File: config.mk
export PLATFORM = sky130hd
export DESIGN_NAME = multicycle_control_unit_flat
export DESIGN_NICKNAME = d
export VERILOG_FILES = /design/src/rtl/multicycle_control_unit_if.sv /design/src/rtl/multicycle_control_unit.sv /design/src/flat_wrapper.sv
export SDC_FILE = /design/constraint.sdc
export NUM_CORES = 1
export LEC_CHECK = 0
export BUFFER_PORTS_ARGS = -buffer_cell sky130_fd_sc_hd__buf_2
export CAP_MARGIN = 40
export CORE_ASPECT_RATIO = 1.75
export CORE_UTILIZATION = 35
export DETAILED_ROUTE_END_ITERATION = 10
export GPL_TIMING_DRIVEN = 0
export SLEW_MARGIN = 40
export SYNTH_ARGS = -nofsm -noshare
export SYNTH_HDL_FRONTEND = slang
export SYNTH_SLANG_ARGS = --single-unit
File: constraint.sdc
create_clock -name clk -period 2.6 [get_ports clk]
set_input_delay 0.26 -clock clk [delete_from_list [all_inputs] [get_ports clk]]
set_output_delay 0.26 -clock clk [all_outputs]
set_load 0.02 [all_outputs]
File: src/rtl/multicycle_control_unit_if.sv
// Control/datapath bundle for the multicycle RV32I control unit.
// The datapath side uses the master modport; the control unit uses slave.
// Optional ILLEGAL_TRAP_EN adds the Illegal status line.
interface multicycle_control_unit_if #(
  parameter int ULACTRL_W = 3,
  parameter int CNT_W     = 32
);
  logic [6:0]           OP;
  logic [2:0]           Funct3;
  logic [6:0]           Funct7;
  logic                 Zero;
  logic                 MemReady;
  logic                 PCWrite;
  logic                 AdrSrc;
  logic                 MemWrite;
  logic                 IRWrite;
  logic [1:0]           ResultSrc;
  logic [1:0]           ULASrcA;
  logic [1:0]           ULASrcB;
  logic [1:0]           ImmSrc;
  logic [ULACTRL_W-1:0] ULAControl;
  logic                 RegWrite;
  logic [3:0]           State;
  logic [CNT_W-1:0]     Retired;
`ifdef ILLEGAL_TRAP_EN
  logic                 Illegal;
`endif

  modport master (
    output OP, Funct3, Funct7, Zero, MemReady,
    input  PCWrite, AdrSrc, MemWrite, IRWrite, ResultSrc, ULASrcA, ULASrcB,
           ImmSrc, ULAControl, RegWrite, State, Retired
`ifdef ILLEGAL_TRAP_EN
    , input Illegal
`endif
  );

  modport slave (
    input  OP, Funct3, Funct7, Zero, MemReady,
    output PCWrite, AdrSrc, MemWrite, IRWrite, ResultSrc, ULASrcA, ULASrcB,
           ImmSrc, ULAControl, RegWrite, State, Retired
`ifdef ILLEGAL_TRAP_EN
    , output Illegal
`endif
  );
endinterface

File: src/rtl/multicycle_control_unit.sv
// Multicycle control unit for the RV32I core: sequences fetch, decode,
// execute, memory and writeback over several clocks sharing one ULA and one
// memory port, stalls on MemReady and counts retired instructions.
// Optional feature macro: ILLEGAL_TRAP_EN (unknown opcode / funct3 traps
// into a sticky ILLEGAL state and drives the Illegal output).
module multicycle_control_unit #(
  parameter int ULACTRL_W = 3,
  parameter int CNT_W     = 32
) (
  input logic                   clk,
  input logic                   rst_n,
  multicycle_control_unit_if.slave bus
);

  typedef enum logic [3:0] {
    S_FETCH    = 4'd0,
    S_DECODE   = 4'd1,
    S_MEMADR   = 4'd2,
    S_MEMREAD  = 4'd3,
    S_MEMWB    = 4'd4,
    S_MEMWRITE = 4'd5,
    S_EXECR    = 4'd6,
    S_ALUWB    = 4'd7,
    S_EXECI    = 4'd8,
    S_JAL      = 4'd9,
    S_BEQ      = 4'd10
`ifdef ILLEGAL_TRAP_EN
    , S_ILLEGAL = 4'd11
`endif
  } state_t;

  localparam logic [6:0] OP_LOAD  = 7'b0000011;
  localparam logic [6:0] OP_STORE = 7'b0100011;
  localparam logic [6:0] OP_RTYPE = 7'b0110011;
  localparam logic [6:0] OP_ITYPE = 7'b0010011;
  localparam logic [6:0] OP_JAL   = 7'b1101111;
  localparam logic [6:0] OP_BEQ   = 7'b1100011;

  localparam logic [2:0] ALU_ADD = 3'b000;
  localparam logic [2:0] ALU_SUB = 3'b001;
  localparam logic [2:0] ALU_AND = 3'b010;
  localparam logic [2:0] ALU_OR  = 3'b011;
  localparam logic [2:0] ALU_SLT = 3'b101;
  localparam logic [2:0] ALU_XOR = 3'b111;

  // ULA operation from funct3; sub_en selects SUB for funct3 000 (R-type only).
  function automatic logic [2:0] alu_decode(input logic [2:0] f3, input logic sub_en);
    logic [2:0] op;
    case (f3)
      3'b000:  op = sub_en ? ALU_SUB : ALU_ADD;
      3'b111:  op = ALU_AND;
      3'b110:  op = ALU_OR;
      3'b010:  op = ALU_SLT;
      3'b100:  op = ALU_XOR;
      default: op = ALU_ADD;
    endcase
    return op;
  endfunction

`ifdef ILLEGAL_TRAP_EN
  // True for the funct3 codes the ULA decode understands.
  function automatic logic f3_supported(input logic [2:0] f3);
    logic ok;
    case (f3)
      3'b000, 3'b111, 3'b110, 3'b010, 3'b100: ok = 1'b1;
      default:                                ok = 1'b0;
    endcase
    return ok;
  endfunction
`endif

  // Immediate format follows the opcode regardless of state.
  function automatic logic [1:0] imm_decode(input logic [6:0] op);
    logic [1:0] imm;
    case (op)
      OP_STORE: imm = 2'b01;
      OP_BEQ:   imm = 2'b10;
      OP_JAL:   imm = 2'b11;
      default:  imm = 2'b00;
    endcase
    return imm;
  endfunction

  state_t           state_r;
  state_t           next_state_s;
  logic [CNT_W-1:0] retired_r;
  logic             retire_s;
  logic             pc_write_s;
  logic             adr_src_s;
  logic             mem_write_s;
  logic             ir_write_s;
  logic [1:0]       result_src_s;
  logic [1:0]       src_a_s;
  logic [1:0]       src_b_s;
  logic [2:0]       alu_s;
  logic             reg_write_s;
  logic             unused_f7_s;

  assign unused_f7_s = ^{bus.Funct7[6], bus.Funct7[4:0]};

  // State register and retired counter; reset abandons any instruction in flight.
  always_ff @(posedge clk) begin
    if (!rst_n) begin
      state_r   <= S_FETCH;
      retired_r <= {CNT_W{1'b0}};
    end else begin
      state_r <= next_state_s;
      if (retire_s) begin
        retired_r <= retired_r + {{(CNT_W-1){1'b0}}, 1'b1};
      end else begin
        retired_r <= retired_r;
      end
    end
  end

  // Next-state and raw control decode for the current state.
  always_comb begin
    next_state_s = S_FETCH;
    retire_s     = 1'b0;
    pc_write_s   = 1'b0;
    adr_src_s    = 1'b0;
    mem_write_s  = 1'b0;
    ir_write_s   = 1'b0;
    result_src_s = 2'b00;
    src_a_s      = 2'b00;
    src_b_s      = 2'b00;
    alu_s        = ALU_ADD;
    reg_write_s  = 1'b0;
    case (state_r)
      S_FETCH: begin
        src_b_s      = 2'b10;
        result_src_s = 2'b10;
        if (bus.MemReady) begin
          ir_write_s   = 1'b1;
          pc_write_s   = 1'b1;
          next_state_s = S_DECODE;
        end else begin
          next_state_s = S_FETCH;
        end
      end
      S_DECODE: begin
        src_a_s = 2'b01;
        src_b_s = 2'b01;
        case (bus.OP)
          OP_LOAD, OP_STORE: next_state_s = S_MEMADR;
          OP_RTYPE:          next_state_s = S_EXECR;
          OP_ITYPE:          next_state_s = S_EXECI;
          OP_JAL:            next_state_s = S_JAL;
          OP_BEQ:            next_state_s = S_BEQ;
`ifdef ILLEGAL_TRAP_EN
          default:           next_state_s = S_ILLEGAL;
`else
          default:           next_state_s = S_FETCH;
`endif
        endcase
      end
      S_MEMADR: begin
        src_a_s = 2'b10;
        src_b_s = 2'b01;
        if (bus.OP == OP_LOAD) begin
          next_state_s = S_MEMREAD;
        end else begin
          next_state_s = S_MEMWRITE;
        end
      end
      S_MEMREAD: begin
        adr_src_s = 1'b1;
        if (bus.MemReady) begin
          next_state_s = S_MEMWB;
        end else begin
          next_state_s = S_MEMREAD;
        end
      end
      S_MEMWB: begin
        result_src_s = 2'b01;
        reg_write_s  = 1'b1;
        retire_s     = 1'b1;
        next_state_s = S_FETCH;
      end
      S_MEMWRITE: begin
        adr_src_s   = 1'b1;
        mem_write_s = 1'b1;
        if (bus.MemReady) begin
          retire_s     = 1'b1;
          next_state_s = S_FETCH;
        end else begin
          next_state_s = S_MEMWRITE;
        end
      end
      S_EXECR: begin
        src_a_s      = 2'b10;
        src_b_s      = 2'b00;
        alu_s        = alu_decode(bus.Funct3, bus.Funct7[5]);
        next_state_s = S_ALUWB;
`ifdef ILLEGAL_TRAP_EN
        if (!f3_supported(bus.Funct3)) begin
          next_state_s = S_ILLEGAL;
        end else begin
          next_state_s = S_ALUWB;
        end
`endif
      end
      S_EXECI: begin
        src_a_s      = 2'b10;
        src_b_s      = 2'b01;
        alu_s        = alu_decode(bus.Funct3, 1'b0);
        next_state_s = S_ALUWB;
`ifdef ILLEGAL_TRAP_EN
        if (!f3_supported(bus.Funct3)) begin
          next_state_s = S_ILLEGAL;
        end else begin
          next_state_s = S_ALUWB;
        end
`endif
      end
      S_ALUWB: begin
        result_src_s = 2'b00;
        reg_write_s  = 1'b1;
        retire_s     = 1'b1;
        next_state_s = S_FETCH;
      end
      S_JAL: begin
        src_a_s      = 2'b01;
        src_b_s      = 2'b10;
        result_src_s = 2'b00;
        pc_write_s   = 1'b1;
        next_state_s = S_ALUWB;
      end
      S_BEQ: begin
        src_a_s      = 2'b10;
        src_b_s      = 2'b00;
        alu_s        = ALU_SUB;
        result_src_s = 2'b00;
        pc_write_s   = bus.Zero;
        retire_s     = 1'b1;
        next_state_s = S_FETCH;
      end
`ifdef ILLEGAL_TRAP_EN
      S_ILLEGAL: begin
        next_state_s = S_ILLEGAL;
      end
`endif
      default: begin
        next_state_s = S_FETCH;
      end
    endcase
  end

  // While reset is held, enables are gated off and selects show FETCH values.
  assign bus.PCWrite    = rst_n & pc_write_s;
  assign bus.IRWrite    = rst_n & ir_write_s;
  assign bus.MemWrite   = rst_n & mem_write_s;
  assign bus.RegWrite   = rst_n & reg_write_s;
  assign bus.AdrSrc     = rst_n ? adr_src_s : 1'b0;
  assign bus.ResultSrc  = rst_n ? result_src_s : 2'b10;
  assign bus.ULASrcA    = rst_n ? src_a_s : 2'b00;
  assign bus.ULASrcB    = rst_n ? src_b_s : 2'b10;
  assign bus.ULAControl = ULACTRL_W'(rst_n ? alu_s : ALU_ADD);
  assign bus.ImmSrc     = imm_decode(bus.OP);
  assign bus.State      = state_r;
  assign bus.Retired    = retired_r;
`ifdef ILLEGAL_TRAP_EN
  assign bus.Illegal    = (state_r == S_ILLEGAL);
`endif

endmodule

File: src/flat_wrapper.sv
// flat-port wrapper written by rule: the top's interface ports become plain ports
module multicycle_control_unit_flat 
#(
  parameter int ULACTRL_W = 3,
  parameter int CNT_W     = 32
)
  (clk, rst_n, bus_OP, bus_Funct3, bus_Funct7, bus_Zero, bus_MemReady, bus_PCWrite, bus_AdrSrc, bus_MemWrite, bus_IRWrite, bus_ResultSrc, bus_ULASrcA, bus_ULASrcB, bus_ImmSrc, bus_ULAControl, bus_RegWrite, bus_State, bus_Retired);
  multicycle_control_unit_if #(.ULACTRL_W(ULACTRL_W), .CNT_W(CNT_W)) bus_i ();
  input logic clk;
  input logic rst_n;
  input wire logic [$bits(bus_i.OP)-1:0] bus_OP;
  input wire logic [$bits(bus_i.Funct3)-1:0] bus_Funct3;
  input wire logic [$bits(bus_i.Funct7)-1:0] bus_Funct7;
  input wire logic [$bits(bus_i.Zero)-1:0] bus_Zero;
  input wire logic [$bits(bus_i.MemReady)-1:0] bus_MemReady;
  output wire logic [$bits(bus_i.PCWrite)-1:0] bus_PCWrite;
  output wire logic [$bits(bus_i.AdrSrc)-1:0] bus_AdrSrc;
  output wire logic [$bits(bus_i.MemWrite)-1:0] bus_MemWrite;
  output wire logic [$bits(bus_i.IRWrite)-1:0] bus_IRWrite;
  output wire logic [$bits(bus_i.ResultSrc)-1:0] bus_ResultSrc;
  output wire logic [$bits(bus_i.ULASrcA)-1:0] bus_ULASrcA;
  output wire logic [$bits(bus_i.ULASrcB)-1:0] bus_ULASrcB;
  output wire logic [$bits(bus_i.ImmSrc)-1:0] bus_ImmSrc;
  output wire logic [$bits(bus_i.ULAControl)-1:0] bus_ULAControl;
  output wire logic [$bits(bus_i.RegWrite)-1:0] bus_RegWrite;
  output wire logic [$bits(bus_i.State)-1:0] bus_State;
  output wire logic [$bits(bus_i.Retired)-1:0] bus_Retired;
  assign bus_i.OP = bus_OP;
  assign bus_i.Funct3 = bus_Funct3;
  assign bus_i.Funct7 = bus_Funct7;
  assign bus_i.Zero = bus_Zero;
  assign bus_i.MemReady = bus_MemReady;
  assign bus_PCWrite = bus_i.PCWrite;
  assign bus_AdrSrc = bus_i.AdrSrc;
  assign bus_MemWrite = bus_i.MemWrite;
  assign bus_IRWrite = bus_i.IRWrite;
  assign bus_ResultSrc = bus_i.ResultSrc;
  assign bus_ULASrcA = bus_i.ULASrcA;
  assign bus_ULASrcB = bus_i.ULASrcB;
  assign bus_ImmSrc = bus_i.ImmSrc;
  assign bus_ULAControl = bus_i.ULAControl;
  assign bus_RegWrite = bus_i.RegWrite;
  assign bus_State = bus_i.State;
  assign bus_Retired = bus_i.Retired;
  multicycle_control_unit #(.ULACTRL_W(ULACTRL_W), .CNT_W(CNT_W)) u_core (.clk(clk), .rst_n(rst_n), .bus(bus_i));
endmodule
==> Yosys cells after proc, flatten, opt, wreduce, memory -nomap -nowiden <==
Index checks and enable logic that the tools add are counted.
W data, S select, Z words.
{ "totals": {"register_bits": 36, "input_bits": 21, "output_inout_bits": 52, "word_cells": 64} }
{ "op_classes": {"n_addsub": 1, "n_eq_ne": 20, "mux": 26, "bitwise": 4, "n_reduce_logical": 11} }
{ "op_table": {"columns": ["operator", "n"], "rows": [
  ["$add A32 B1 Y32 const B", 1],
  ["$pmux W4 S6", 1],
  ["$pmux W4 S5", 1],
  ["$eq A4 B3 Y1 const B", 4],
  ["$pmux W3 S5", 1],
  ["$eq A7 B6 Y1 const B", 2],
  ["$eq A7 B7 Y1 const B", 2],
  ["$eq A4 B4 Y1 const B", 3],
  ["$mux W3", 4],
  ["$pmux W2 S2", 3],
  ["$pmux W3 S4", 1],
  ["$reduce_or A2 Y1", 5],
  ["$eq A3 B3 Y1 const B", 3],
  ["$pmux W3 S3", 1],
  ["$reduce_or A3 Y1", 3],
  ["$eq A4 B2 Y1 const B", 2],
  ["$mux W1", 8],
  ["$eq A7 B2 Y1 const B", 1],
  ["$eq A7 B5 Y1 const B", 1],
  ["$mux W2", 3],
  ["$pmux W2 S3", 1],
  ["$and A1 B1 Y1", 4],
  ["$eq A4 B1 Y1 const B", 1],
  ["$logic_not A4 Y1", 1],
  ["other kinds (5)", 5]
]} }

==> Logic depth before layout (Yosys ltp) <==
Gate-level depths: netlist of the first run.
{ "depth": {"depth_word": 4, "mapped_depth": 7, "ltp_nobuf": 5} }

==> Worst setup path before layout of the first run <==
OpenSTA, ideal clock, no wires.
{ "synth_path": {"path_type": "register -> output", "startpoint": "register u_core.state_r[3], in the netlist u_core.bus.State[3]", "endpoint": "output port bus_ULASrcB[1]", "arrival_ns": 1.702, "required_time_ns": 2.340, "slack_ns": 0.638, "path_stages_with_launch": 5, "path_buffers": 2, "path_cell_list": "dfxtp_1 > clkbuf_1 > clkbuf_1 > xor2_1 > o31ai_1"} }
{ "synth_between": {"elab_chain_len": 4, "elab_cells_between_ends": 9, "cone_classes": "eq/ne (4); mux (2); reduce/logical (3)"} }
{ "synth_lines": {"columns": ["item", "line_no", "text"], "rows": [
  ["start, declared", "multicycle_control_unit.sv:84", "state_t state_r;"],
  ["start signal, assigned", "multicycle_control_unit.sv:107", "state_r <= next_state_s;"],
  ["$eq A4 B1 Y1 (tied with other cells)", "multicycle_control_unit.sv:129", "case (state_r)"],
  ["$reduce_or A3 Y1 (no source line) or $reduce_or A2 Y1 (tied branches)", null, null],
  ["$pmux W2 S2 (*)", "multicycle_control_unit.sv:129", null],
  ["$mux W2 (*)", "multicycle_control_unit.sv:257", "assign bus.ULASrcB = rst_n ? src_b_s : 2'b10;"],
  ["end, declared", "flat_wrapper.sv:22", "output wire logic [$bits(bus_i.ULASrcB)-1:0] bus_ULASrcB;"]
]} }
Mark *: on every way between the ends. The rest lies on a longest branch, timed or not.

==> Worst setup path in the final report of the first run <==
{ "layout_path": {"startpoint": "register u_core.state_r[0], in the netlist u_core.bus.State[0]", "endpoint": "output port bus_PCWrite"} }
{ "layout_between": {"elab_chain_len": 3, "elab_cells_between_ends": 5, "cone_classes": "eq/ne (2); mux (1); bitwise (1); reduce/logical (1)"} }
{ "layout_lines": {"columns": ["item", "line_no", "text"], "rows": [
  ["$eq A4 B4 Y1 or $logic_not A4 Y1 (tied branches)", "multicycle_control_unit.sv:129", null],
  ["$pmux W1 S3 (*)", "multicycle_control_unit.sv:129", null],
  ["$and A1 B1 Y1 (*)", "multicycle_control_unit.sv:250", "assign bus.PCWrite = rst_n & pc_write_s;"],
  ["end, declared", "flat_wrapper.sv:16", "output wire logic [$bits(bus_i.PCWrite)-1:0] bus_PCWrite;"]
]} }
Marks and branches as above.

==> results of run 1 <==
-- cell type report --
type,instances,share of cell area
Clock buffer,8,0.0487
Multi-Input combinational cell,237,0.509
Sequential cell,36,0.240
Tap cell,82,0.0342
Buffer,26,0.0458
Inverter,10,0.0125
Timing Repair Buffer,66,0.110
-- cell families (layout without fill, tap and decap cells) --
kind of cell / after synthesis / in the layout / share of synthesized area
muxes: 13 / 13 / 0.0537
xor gates and xnor gates: 5 / 5 / 0.0181
DFF: 36 / 36 / 0.297
buffers and inverters: 36 / 110 / 0.0723
and+or+nand+nor: 152 / 152 / 0.378
AOI/OAI and AO/OA: 66 / 66 / 0.175
adders and majority gates: 1 / 1 / 0.00516
-- critical path, cell delays in order, from the launching register on --
cell	delay, ns
dfxtp_1	0.42
buf_1	0.36
buf_1	0.36
nand2_1	0.09
a21oi_1	0.19
a31oi_1	0.06
nor2_1	0.12
buf_2	0.17
-- through the flow --
stage | cells | util
after global placement | 457 | 0.434
after global routing | 465 | 0.456
after CTS | 465 | 0.456
after detailed placement | 457 | 0.434
after floorplan | 309 | -
final | 465 | 0.456
-- cell usage after synthesis (all sizes together), types with 2 or more instances --
library cell	number	area (sq um)
and4	7	61.3
a31oi	3	18.8
nand2b	22	138
nor3	5	25.0
mux2i	13	130
a311oi	2	35.0
nor4b	3	26.3
buf	14	91.3
and3	3	18.8
xor2	2	17.5
and2	4	25.0
a21oi	27	135
nand4	12	90.1
dfxtp	36	721
o41ai	5	43.8
inv	10	37.5
or3b	2	17.5
o31ai	13	97.6
or4	13	97.6
nand2	28	105
nand3	8	40.0
o21ai	12	60.1
clkbuf	12	46.3
xnor2	3	26.3
nor2	17	63.8
nor4	14	87.6
or3	3	18.8
or4b	5	50.1
-- worst max-delay path by stage --
stage	from	end	slack, ns	cells past startpoint
after floorplan	u_core.bus.State[3]	bus_ULASrcB[1]	0.64	4
after global placement	u_core.bus.State[0]	bus_PCWrite	0.56	7
after detailed placement	u_core.bus.State[0]	bus_PCWrite	0.58	7
after CTS	u_core.bus.State[0]	bus_PCWrite	0.27	7
after global routing	u_core.bus.State[3]	bus_ULASrcB[0]	0.13	6
final	u_core.bus.State[0]	bus_PCWrite	0.29	7
-- power groups by stage --
stage / logic, mW / clock network (mW) / registers [mW]
global placement: 0.0981 / 0 / 0.567
CTS: 0.0993 / 0.623 / 0.555
floorplan: 0.0592 / 0 / 0.568
detailed placement: 0.0989 / 0 / 0.567
finish: 0.0987 / 0.609 / 0.555
global route: 0.109 / 0.639 / 0.555
-- flip-flops by register name (all words and copies together), names as in the netlist --
name                count
u_core.bus.State        4
u_core.bus.Retired     32
-- layer usage --
layer / track usage / wire length, um / up-vias
met5: 0 / 0 / -
met4: 0.127 / 245 / 0
met3: 0.0366 / 274 / 20
met2: 0.387 / 3920 / 73
met1: 0.188 / 2660 / 1223
li1: - / - / 1305
-- placed cells by master, fill, tap and decap left out, types with 7 or more instances in the layout --
cell type and count:
inv_1 10, a21oi_1 27, clkbuf_1 13, mux2i_1 13, nand2_1 28, and4_1 7
nand3_1 8, o31ai_1 13, nand4_1 11, buf_2 70, nor4_1 14, nor2_1 17
or4_1 13, dfxtp_1 36, nand2b_1 22, o21ai_0 11
==> metrics.yaml, run 1 <==
routing:
  drcViolationCount: 0
  detail-route-antenna-nets: 0
  avgRoutedWirePerCell_um: 15.3
  wl_um: 7110
  viasPerCell: 5.64
  vias: 2621
  drt_iter0_markers: 115
  drtPass1Iterations: 4
timing:
  finalSetupViolCount: 0
  clock_skew_ns: 0.00325
  tightest_slew_ns: 0.552
  final-hold-violation-count: 0
  layout_setup_ws_ns: 0.286
  fmax_mhz: 432
  final_max_slew_viol_count: 0
  final.setup.tns_ns: 0
  post-route-period-util: 0.890
  rsz0062_at_grt: "false"
  maxSlewHeadroom: 0.632
  finalCriticalPeriod_ns: 2.31
  whs_ns: 0.294
status:
  status: "completed"
global_route:
  grt_pass1_wl_um: 11300
  grtUsageTotal: 0.203
  grt_max_degree: 11
  grt_antenna_before_repair: 0
  grt_pass1_vias: 2456
  overflow: 0
final_layout:
  nNetsFinal: 404
  area_growth_pct: 23.9
  final_cell_area_sq_um: 3000
  multiInputGateArea_sq_um: 1530
  antenna_cells: 0
  seqCellArea_sq_um: 721
  drive_gt1_frac: 0.232
  fillers: 692
clock_network:
  cts_resized: 0
  cts_buffer_depth: 2
  cts_root_buf: "clkbuf_16"
  cts_tree: "built"
  clock_latency_ns: 0.28
  numCtsBuffers: 5
  clk_pin_slew_ns: 0.05
  cts-htree-levels: 2
  post-cts-setup-buffer-count: 0
  clkSinkCount: 36
  hold_buffers: 0
synth:
  synth.distinct_cells: 47
  syn_inst: 309
  synthesis.nets: 331
  avgSynthCellArea_sq_um: 7.84
  synthArstFlopShare: 0
  syn_area_sq_um: 2420
  synth_edf_count: 0
  ys_seq_area_frac: 0.297
  ys_ff_latch: 36
  ys.flop_type: "dfxtp_1"
  ys_warn_count: 0
power_and_ir_drop:
  power_frac_seq: 0.440
  p_switching_mw: 0.292
  finalPower_mw: 1.26
  share_comb_of_total_power: 0.078
  clkPwrFrac: 0.482
  switching_share: 0.231
  ir_worst_vdd_mv: 0.241
  power_density_nw_per_um2: 420
  power.internal_mw: 0.971
  p_leak_nw: 1.17
die:
  die_h_um: 112
  core_sq_um: 6590
  rows: 39
  dieArea_sq_um: 7270
  ios: 73
  start_util: 0.368
  die_w_um: 64.9
setup_path:
  cp.required_ns: 2.34
  reg2reg_to: "u_core.bus.Retired[23]"
  path_max_fanout: 10
  critPathKind: "flip-flop to output pin"
  endpoint_kind: "output pin"
  reg2regPathDepth: 5
  setup.worst_path.start_class: "flip-flop"
  reg2reg_slack_ns: 0.70
  arrival_ns: 2.05
  r2r-start: "u_core.bus.Retired[2]"
worst_hold_path:
  hold_depth: 3
  hold_class: "input port to flip-flop"
  min_to: "u_core.bus.Retired[9]"
  worstHoldStart: "rst_n"
placed_design:
  routabilityCongestion: 0.840
  dp_slack_ns: 0.584
  port-buffer-count: 66
  place_area_sq_um: 2860
  hpwlAfterDp_um: 5510
flow_run:
  max_cap_viol_count: 0
No activity file was read; power rests on OpenSTA's default activity.
==> run 2, diff against run 1 <==
--- a/config.mk
+++ b/config.mk
@@ -7,10 +7,10 @@
 export LEC_CHECK = 0
 export BUFFER_PORTS_ARGS = -buffer_cell sky130_fd_sc_hd__buf_2
 export CAP_MARGIN = 40
-export CORE_ASPECT_RATIO = 1.75
 export CORE_UTILIZATION = 35
 export DETAILED_ROUTE_END_ITERATION = 10
 export GPL_TIMING_DRIVEN = 0
+export PLACE_DENSITY_LB_ADDON = 0.25
 export SLEW_MARGIN = 40
 export SYNTH_ARGS = -nofsm -noshare
 export SYNTH_HDL_FRONTEND = slang
==> metrics.yaml, run 2 (synthesis gave the netlist of run 1 again) <==
placed_design:
  place_inst: 452
  hpwlAfterDp_um: 4780
  routabilityCongestion: 0.862
  place_area_sq_um: 2850
  dp_slack_ns: 0.620
  port-buffer-count: 66
timing:
  finalSetupViolCount: 0
  finalCriticalPeriod_ns: 2.31
  layout_setup_ws_ns: 0.287
  post-route-period-util: 0.890
  final_max_slew_viol_count: 0
  maxSlewHeadroom: 0.648
  tightest_slew_ns: 0.528
  final-hold-violation-count: 0
  fmax_mhz: 432
  rsz0062_at_grt: "false"
  clock_skew_ns: 0.0124
  final.setup.tns_ns: 0
die:
  ios: 73
  core_sq_um: 6530
  die_h_um: 85.2
  dieArea_sq_um: 7260
  start_util: 0.371
  die_w_um: 85.2
  rows: 29
clock_network:
  cts_buffer_depth: 2
  clk_pin_slew_ns: 0.07
  post-cts-setup-buffer-count: 0
  clock_latency_ns: 0.30
  clkSinkCount: 36
  cts_root_buf: "clkbuf_8"
  cts_resized: 0
  cts-htree-levels: 2
  cts_tree: "built"
  hold_buffers: 0
  numCtsBuffers: 5
final_layout:
  drive_gt1_frac: 0.238
  stdcell_count: 460
  multiInputGateArea_sq_um: 1530
  final_cell_area_sq_um: 2940
  layout_commonest_cell: "buf_2"
  final_cell_mix: "70 x buf_2, 36 x dfxtp_1, 28 x nand2_1"
  largest_reg_flops: 32
  area_growth_pct: 21.2
  fillers: 675
  antenna_cells: 0
  nNetsFinal: 404
  seqCellArea_sq_um: 721
worst_hold_path:
  hold_class: "input port to flip-flop"
setup_path:
  critical_path.cell_chain: "buf_1 > buf_1 > nand2_1 > a21oi_1 > a31oi_1 > nor2_1 > buf_2"
  endpoint_kind: "output pin"
  path_max_fanout: 10
  arrival_ns: 2.05
  setup.worst_path.start_class: "flip-flop"
  slowest_stage: "dfxtp_1"
  cp_slowest_stage_delay_ns: 0.41
  cp.required_ns: 2.34
  critPathKind: "flip-flop to output pin"
  cp_common_cell: "buf_1"
global_route:
  overflow: 0
  grtUsageTotal: 0.185
  grt_max_degree: 13
  grt_antenna_before_repair: 0
  grt_pass1_wl_um: 11000
  grt_pass1_vias: 2311
status:
  status: "completed"
routing:
  drt_iter0_markers: 150
  wl_um: 6630
  detail-route-antenna-nets: 0
  drcViolationCount: 0
  avgRoutedWirePerCell_um: 14.4
  drtPass1Iterations: 4
  vias: 2578
  viasPerCell: 5.60
flow_run:
  max_cap_viol_count: 0
power_and_ir_drop:
  power_density_nw_per_um2: 360
  finalPower_mw: 1.06
  ir_worst_vdd_mv: 0.195
  p_leak_nw: 1.14
==> run 2: cell count changes in the layout (fill, tap and decap cells not counted) <==
cell,change
clkbuf_1,-2
clkbuf_16,-5
clkbuf_8,+4
clkinv_2,+2
clkinv_4,+1
==> run 2: layer usage <==
metal  track usage  share of wire  up-vias  wire length [um]
met4        0.0586          0.012        0                80
met1         0.252           0.47     1178              3120
met2         0.297           0.46       95              3030
met5             0              0        -                 0
met3        0.0350          0.060        5               400
li1              -              -     1300                 -
==> run 2: path summary, 6_finish.rpt <==
check	from	endpoint	slack (ns)	cells past startpoint
worst max-delay path	u_core.bus.State[0]	bus_PCWrite	0.29	7
worst min-delay path	bus_OP[2]	u_core.bus.State[1]	0.28	4
worst max register to register	u_core.bus.Retired[0]	u_core.bus.Retired[26]	0.68	5
worst min register to register	u_core.bus.Retired[31]	u_core.bus.Retired[31]	0.48	2
==> run 2: critical path: cells and delay by family, from the launching register on <==
family	cells	cell delay [ns]
AND/OR/NAND/NOR	2	0.23
flip-flops	1	0.41
buffers and inverters	3	0.91
AO/OA/AOI/OAI	2	0.21
==> run 2: final cells by class <==
type                    instances  share of cell area
flip-flops and latches         36               0.245
inverters                      10              0.0128
plain buffers                  26              0.0468
clock inverters                 3             0.00639
repair buffers                 66               0.112
clock buffers                   5              0.0234
multi-input cells             237               0.520
well taps                      77              0.0328
==> run 2: power breakdown <==
group | total (mW) | internal, mW | switching, mW
logic | 0.0973 | 0.0353 | 0.0619
clock network | 0.408 | 0.187 | 0.221
registers | 0.554 | 0.552 | 0.00156
total | 1.06 | 0.774 | 0.285
==> run 2: metrics by stage <==
stage / hold WS [ns] / util
5_1_grt: 0.299 / 0.450
4_1_cts: 0.273 / 0.450
3_5_place_dp: 0.469 / 0.436
6_report: 0.284 / 0.450
2_1_floorplan: 0.416 / -
3_3_place_gp: 0.451 / 0.436
